File: src/rtl/fetch_unit_if.sv
// Instruction-memory bus between fetch_unit and imem: request/response packets with
// valid/ready handshakes. master = fetch side, slave = memory side.
package fetch_unit_pkg;

    typedef enum logic [1:0] {
        MemRead  = 2'd0,
        MemWrite = 2'd1
    } mem_type_e;

    typedef struct packed {
        mem_type_e   mtype;
        logic [31:0] addr;
        logic [1:0]  len;
        logic [31:0] data;
    } mem_pkt_t;

endpackage

interface fetch_unit_if;
    import fetch_unit_pkg::*;

    logic     req_vld;
    logic     req_rdy;
    mem_pkt_t req;
    logic     rsp_vld;
    logic     rsp_rdy;
    mem_pkt_t rsp;

    modport master (
        output req_vld,
        output req,
        output rsp_rdy,
        input  req_rdy,
        input  rsp_vld,
        input  rsp
    );

    modport slave (
        input  req_vld,
        input  req,
        input  rsp_rdy,
        output req_rdy,
        output rsp_vld,
        output rsp
    );

endinterface

File: src/rtl/fetch_unit.sv
// Decoupled instruction fetch: credit-checked imem request issue, in-order instruction
// queue towards D, and redirect with discard of responses still in flight.
module fetch_unit
    import fetch_unit_pkg::*;
#(
    parameter int unsigned       N_BITS          = 32,
    parameter int unsigned       FQ_DEPTH        = 4,
    parameter int unsigned       MAX_OUTSTANDING = 2,
    parameter logic [N_BITS-1:0] RESET_PC        = '0
) (
    input  logic              clk,
    input  logic              rst_n,
    input  logic              redirect_vld,
    input  logic [N_BITS-1:0] redirect_pc,
    fetch_unit_if.master      imem,
    output logic              instr_vld,
    input  logic              instr_rdy,
    output logic [N_BITS-1:0] instr,
    output logic [N_BITS-1:0] instr_pc,
    output logic [N_BITS-1:0] instr_pc_plus4
);

    localparam int unsigned       OW     = $clog2(MAX_OUTSTANDING + 1);
    localparam int unsigned       CW     = $clog2(FQ_DEPTH + 1);
    localparam int unsigned       PW     = $clog2(FQ_DEPTH);
    localparam int unsigned       SW     = ((OW > CW) ? OW : CW) + 1;
    localparam logic [OW-1:0]     MaxOut = OW'(MAX_OUTSTANDING);
    localparam logic [SW-1:0]     FqCap  = SW'(FQ_DEPTH);
    localparam logic [N_BITS-1:0] PcStep = N_BITS'(4);
    localparam logic [N_BITS-1:0] PcMask = ~N_BITS'(3);

    logic [N_BITS-1:0] fetch_pc_q, fetch_pc_d;
    logic [N_BITS-1:0] rsp_pc_q, rsp_pc_d;
    logic [OW-1:0]     outst_q, outst_d;
    logic [OW-1:0]     drop_q, drop_d;
    logic [CW-1:0]     fq_count_q, fq_count_d;
    logic [PW-1:0]     rd_ptr_q, rd_ptr_d;
    logic [PW-1:0]     wr_ptr_q, wr_ptr_d;
    logic [N_BITS-1:0] fq_instr_q [FQ_DEPTH];
    logic [N_BITS-1:0] fq_instr_d [FQ_DEPTH];
    logic [N_BITS-1:0] fq_pc_q    [FQ_DEPTH];
    logic [N_BITS-1:0] fq_pc_d    [FQ_DEPTH];

    logic [OW-1:0] live;
    logic [SW-1:0] credit_used;
    logic          req_fire, rsp_fire, rsp_drop, push, pop;
    logic          unused_rsp_fields;

    assign unused_rsp_fields = ^{imem.rsp.mtype, imem.rsp.addr, imem.rsp.len};

    // Credit covers queued entries plus responses that will be kept; registered state only.
    always_comb begin
        live         = outst_q - drop_q;
        credit_used  = SW'(live) + SW'(fq_count_q);
        imem.req_vld = rst_n && !redirect_vld && (outst_q < MaxOut) && (credit_used < FqCap);
        imem.rsp_rdy = 1'b1;
        imem.req     = '{mtype: MemRead, addr: fetch_pc_q, len: 2'b00, data: '0};

        instr_vld      = (fq_count_q != '0) && !redirect_vld;
        instr          = fq_instr_q[rd_ptr_q];
        instr_pc       = fq_pc_q[rd_ptr_q];
        instr_pc_plus4 = fq_pc_q[rd_ptr_q] + PcStep;
    end

    always_comb begin
        req_fire = imem.req_vld && imem.req_rdy;
        rsp_fire = imem.rsp_vld && (outst_q != '0);
        rsp_drop = rsp_fire && (drop_q != '0);
        push     = rsp_fire && !rsp_drop && !redirect_vld;
        pop      = instr_vld && instr_rdy;

        outst_d = outst_q;
        if (req_fire) outst_d = outst_d + OW'(1);
        if (rsp_fire) outst_d = outst_d - OW'(1);

        drop_d     = rsp_drop ? drop_q - OW'(1) : drop_q;
        fetch_pc_d = req_fire ? fetch_pc_q + PcStep : fetch_pc_q;
        rsp_pc_d   = push ? rsp_pc_q + PcStep : rsp_pc_q;
        wr_ptr_d   = push ? wr_ptr_q + PW'(1) : wr_ptr_q;
        rd_ptr_d   = pop ? rd_ptr_q + PW'(1) : rd_ptr_q;

        fq_count_d = fq_count_q;
        if (push) fq_count_d = fq_count_d + CW'(1);
        if (pop)  fq_count_d = fq_count_d - CW'(1);

        fq_instr_d = fq_instr_q;
        fq_pc_d    = fq_pc_q;
        if (push) begin
            fq_instr_d[wr_ptr_q] = imem.rsp.data;
            fq_pc_d[wr_ptr_q]    = rsp_pc_q;
        end

        // Everything still in flight after this cycle's accounting becomes stale.
        if (redirect_vld) begin
            fetch_pc_d = redirect_pc & PcMask;
            rsp_pc_d   = redirect_pc & PcMask;
            drop_d     = outst_d;
            fq_count_d = '0;
            rd_ptr_d   = '0;
            wr_ptr_d   = '0;
        end
    end

    always_ff @(posedge clk or negedge rst_n) begin
        if (!rst_n) begin
            fetch_pc_q <= RESET_PC;
            rsp_pc_q   <= RESET_PC;
            outst_q    <= '0;
            drop_q     <= '0;
            fq_count_q <= '0;
            rd_ptr_q   <= '0;
            wr_ptr_q   <= '0;
            for (int i = 0; i < int'(FQ_DEPTH); i++) begin
                fq_instr_q[i] <= '0;
                fq_pc_q[i]    <= '0;
            end
        end else begin
            fetch_pc_q <= fetch_pc_d;
            rsp_pc_q   <= rsp_pc_d;
            outst_q    <= outst_d;
            drop_q     <= drop_d;
            fq_count_q <= fq_count_d;
            rd_ptr_q   <= rd_ptr_d;
            wr_ptr_q   <= wr_ptr_d;
            fq_instr_q <= fq_instr_d;
            fq_pc_q    <= fq_pc_d;
        end
    end

endmodule

File: src/flat_wrapper.sv
// flat-port wrapper written by rule: the top's interface ports become plain ports
module fetch_unit_flat import fetch_unit_pkg::*;
#(
    parameter int unsigned       N_BITS          = 32,
    parameter int unsigned       FQ_DEPTH        = 4,
    parameter int unsigned       MAX_OUTSTANDING = 2,
    parameter logic [N_BITS-1:0] RESET_PC        = '0
)
  (clk, rst_n, redirect_vld, redirect_pc, instr_vld, instr_rdy, instr, instr_pc, instr_pc_plus4, imem_req_vld, imem_req, imem_rsp_rdy, imem_req_rdy, imem_rsp_vld, imem_rsp);
  fetch_unit_if imem_i ();
  input  logic clk;
  input  logic rst_n;
  input  logic redirect_vld;
  input  logic [N_BITS-1:0] redirect_pc;
  output logic instr_vld;
  input  logic instr_rdy;
  output logic [N_BITS-1:0] instr;
  output logic [N_BITS-1:0] instr_pc;
  output logic [N_BITS-1:0] instr_pc_plus4;
  output wire logic [$bits(imem_i.req_vld)-1:0] imem_req_vld;
  output wire logic [$bits(imem_i.req)-1:0] imem_req;
  output wire logic [$bits(imem_i.rsp_rdy)-1:0] imem_rsp_rdy;
  input wire logic [$bits(imem_i.req_rdy)-1:0] imem_req_rdy;
  input wire logic [$bits(imem_i.rsp_vld)-1:0] imem_rsp_vld;
  input wire logic [$bits(imem_i.rsp)-1:0] imem_rsp;
  assign imem_req_vld = imem_i.req_vld;
  assign imem_req = imem_i.req;
  assign imem_rsp_rdy = imem_i.rsp_rdy;
  assign imem_i.req_rdy = imem_req_rdy;
  assign imem_i.rsp_vld = imem_rsp_vld;
  assign imem_i.rsp = imem_rsp;
  fetch_unit #(.N_BITS(N_BITS), .FQ_DEPTH(FQ_DEPTH), .MAX_OUTSTANDING(MAX_OUTSTANDING), .RESET_PC(RESET_PC)) u_core (.clk(clk), .rst_n(rst_n), .redirect_vld(redirect_vld), .redirect_pc(redirect_pc), .imem(imem_i), .instr_vld(instr_vld), .instr_rdy(instr_rdy), .instr(instr), .instr_pc(instr_pc), .instr_pc_plus4(instr_pc_plus4));
endmodule
File: config.mk
export PLATFORM = sky130hd
export DESIGN_NAME = fetch_unit_flat
export DESIGN_NICKNAME = d
export VERILOG_FILES = /design/src/rtl/fetch_unit_if.sv /design/src/rtl/fetch_unit.sv /design/src/flat_wrapper.sv
export SDC_FILE = /design/constraint.sdc
export NUM_CORES = 1
export LEC_CHECK = 0
export ABC_AREA = 0
export CAP_MARGIN = 0
export CORE_MARGIN = 5
export CORE_UTILIZATION = 60
export DETAILED_ROUTE_END_ITERATION = 16
export DONT_BUFFER_PORTS = 1
export PLACE_DENSITY = 0.76
export SYNTH_ARGS = -nofsm -noshare
export SYNTH_HDL_FRONTEND = slang
export SYNTH_SLANG_ARGS = --single-unit
File: constraint.sdc
create_clock -name clk -period 3.2 [get_ports clk]
set_clock_uncertainty 0.1 [all_clocks]
set_input_delay 0.48 -clock clk [delete_from_list [all_inputs] [get_ports clk]]
set_output_delay 0.48 -clock clk [all_outputs]
set_load 0.05 [all_outputs]
==> summary.txt <==
Worst setup path
  – CP max FO: 9
  – FF-to-FF End: u_core.fetch_pc_q[11]
  – Crit end category: primary output
  – Critical Path RT: 2.62 ns
  – CP Launch Point: u_core.rd_ptr_q[0]
  – Crit path kind: reg2out
  – Worst EP arrival: 2.89 ns
  – Setup crit end: instr_pc_plus4[31]
  – R2R depth: 11
  – Crit path launch type: flop
  – Worst reg2reg path startpoint: u_core.outst_q[0]
  – Flop-to-flop setup slack: 0.40 ns

Floorplanning
  – Die area: 0.02920 mm^2
  – Core area: 0.02533 mm^2
  – Die W: 170.9 um
  – Starting density of the core: 0.6131
  – I/O pin count: 273
  – Chip height: 170.9 um
  – # rows: 58

Pwr
  – Logic gate share of total power: 0.441
  – Sw frac: 0.4058
  – Internal power: 10.06 mW
  – Power Density: 910.6 mW/mm^2
  – Leak: 8.647 nW
  – Max IR drop VDD: 0.7458 mV
  – Sequential share of power: 0.329
  – Net Switching: 6.869 mW
  – Clock share of power: 0.230

STA
  – Final Hold Viols: 319
  – Hold_ws: -0.4330 ns
  – Fmax: 0.2883 GHz
  – Slew Viols, Final: 0
  – Tightest Pin Transition: 0.9801 ns
  – Final worst slack: -0.2683 ns
  – Tmin final: 3.468 ns
  – Worst rel slew slack: 0.3466
  – Unrepaired setup endpoints after global routing: yes
  – # setup viols final: 18
  – Period utilization: 1.084

GRT
  – GRT Resource Usage Total: 0.2640
  – Largest net degree at the start of global routing: 321
  – GRT Residual Overflow: 0
  – Antenna violations before repair: 1
  – First-pass GRT wire length: 60.72 mm
  – Vias in the first global route: 11020

Final layout
  – # nets final: 1463
  – Final instance area: 0.01859 mm^2
  – Final Non-Filler Cells: 1695
  – Layout cell share with drive strength beyond 1: 0.4022
  – Synth-to-layout area growth: 19.72%
  – Antenna cells: 0

Logic synthesis
  – Cell taking the most area after synthesis: dfrtp_1
  – Cells after Synth: 1207
  – Post-synthesis cell type count: 51
  – Synth async-reset ratio: 1.000
  – Top cell type's share of synthesized area: 0.5141
  – Post-synth EDFFs: 0
  – FF+latch count, synth: 319
  – Synth Flop Type: dfrtp_1
  – Syn avg cell area: 12.87 um^2
  – Post-synthesis cell area: 0.01553 mm^2
  – Top cells by area, synth: dfrtp_1, mux2_2, mux4_2, nand2_1, xnor2_1
  – Sequential-to-total area share from yosys stat: 0.5141
  – YS warnings: 0

Place
  – Final GP Congestion: 0.8453
  – Post-place setup slack: 0.01381 ns
  – Placed Area: 0.01676 mm^2
  – Dpl hpwl: 25.46 mm
  – IO Port Bufs: 0
  – Dpl cells: 1584

Worst hold path
  – Hold WC Path Type: in2async

Clocking
  – CTS Sinks: 319
  – Clock Latency Late Sink: 0.52 ns
  – Clk buf depth: 3
  – Clock transition at path regs: 0.06 ns
  – H-tree levels: 2
  – Num CTS Buffers: 35
  – CTS tree: yes
  – Root Buffer: clkbuf_16

Route
  – Drt drc: 0
  – Via count: 10410
  – 1st-pass router iterations: 5
  – Antenna violation net count after detailed routing: 0
  – Wirelength per Cell: 22.99 um
  – Initial DRC Count: 676
  – WL final: 38.96 mm
  – DR vias/cell: 6.140

Outcome
  – Outcome: finished with violations
  – Failing checks: hold timing, setup timing

Run
  – MaxCap Viol Count: 0
[cells in the mapped netlist (19+ instances only)]
master,number
mux4_2,62
xor2_1,27
mux2_2,238
nand2_1,108
nor2_1,29
o21ai_0,64
dfrtp_1,319
buf_4,45
clkbuf_1,50
nand3_1,36
xnor2_1,40
inv_1,19
[worst min-delay path by stage]
| stage | from | endpoint | slack, ns |
|---|---|---|---|
| final | rst_n | u_core.fq_pc_q[79] | -0.43 |
| after global routing | rst_n | u_core.fq_pc_q[79] | -0.44 |
| after CTS | rst_n | u_core.fq_pc_q[79] | -0.44 |
| after detailed placement | rst_n | u_core.fq_pc_q[79] | 0.10 |
| after global placement | rst_n | u_core.fq_pc_q[79] | 0.10 |
| after floorplan | rst_n | u_core.drop_q[0] | 0.08 |
[repair_timing]
item,in CTS,in global routing
hold endpoints to repair,409,323
buffers inserted,11,5
gates resized for setup,36,22
setup endpoints to repair,23,24
pin swaps,8,8
hold buffers,32,4
[cell type report]
class                      instances  area, um^2
multi-input combinational        799        7333
sequential                       319        7988
timing repair buffer             169        1687
inverter                          19       71.32
fill                            1604        6735
clock buffer                      46       967.2
clock inverter                    13       132.6
tap                              330       412.9
[metrics by stage]
step	power, mW	setup TNS [ns]	hold slack, ns	util
after floorplan	10.92	-0.07645	0.08441	-
after global placement	12.60	0	0.1028	0.6619
after detailed placement	12.80	0	0.1023	0.6619
after CTS	16.92	-3.253	-0.4429	0.7272
after global routing	17.62	-5.364	-0.4449	0.7341
final	16.93	-3.037	-0.4330	0.7341
[flip-flops by register name, indices dropped and copies added (netlist names)]
| name | flops |
|---|---|
| u_core.drop_q | 2 |
| u_core.fq_pc_q | 120 |
| u_core.outst_q | 2 |
| u_core.fq_instr_q | 128 |
| u_core.fq_count_q | 3 |
| u_core.rsp_pc_q | 30 |
| u_core.fetch_pc_q | 30 |
| u_core.wr_ptr_q | 2 |
| u_core.rd_ptr_q | 2 |
[routing by layer]
layer / up-vias / routed length [um] / GRT usage
li1: 4555 / - / -
met1: 5409 / 15230 / 0.3316
met2: 353 / 19620 / 0.4465
met3: 90 / 2993 / 0.07163
met4: 0 / 1117 / 0.09232
met5: - / 0 / 0
[worst max-delay path, stage by stage (launching register included)]
cell and delay (ns):
dfrtp_4 0.55, buf_12 0.18, mux4_2 0.35, and4_4 0.23, and2_4 0.19, and4b_2 0.30, nand4_1 0.17, xnor2_2 0.22
buf_12 0.16
[layout by cell type, fill, tap and decap left out, types with 22 or more instances in the layout]
master,netlist,routed
clkbuf_16,0,35
mux2_2,238,238
nand3_1,36,31
mux4_2,62,62
xnor2_1,40,27
dlygate4sd3_1,0,35
xor2_1,27,22
nor2_1,29,24
o21ai_0,64,64
conb_1,2,43
nand2_1,108,98
dfrtp_1,319,317
buf_12,0,24
buf_4,45,103
[power groups by stage]
stage                     registers, mW  clock network (mW)  logic, mW
after floorplan                    5.56                   0       5.36
after global placement             5.53                   0       7.07
after detailed placement           5.59                   0       7.21
after CTS                          5.55                3.98       7.39
after global routing               5.65                4.15       7.83
final                              5.57                3.89       7.47
[kinds of logic (layout without fill, tap and decap cells)]
family / after synthesis / count (layout) / share of synthesized area
XOR/XNOR: 67 / 67 / 0.03779
adder cells (fa/ha/maj): 14 / 14 / 0.01128
other: 2 / 43 / 0.0004836
multiplexers: 301 / 301 / 0.2632
AO/OA/AOI/OAI: 115 / 115 / 0.04383
AND/OR/NAND/NOR: 259 / 259 / 0.08468
buffers and inverters: 130 / 247 / 0.04472
flip-flops: 319 / 319 / 0.5141
Note: power is estimated with default switching activity, not from simulation.
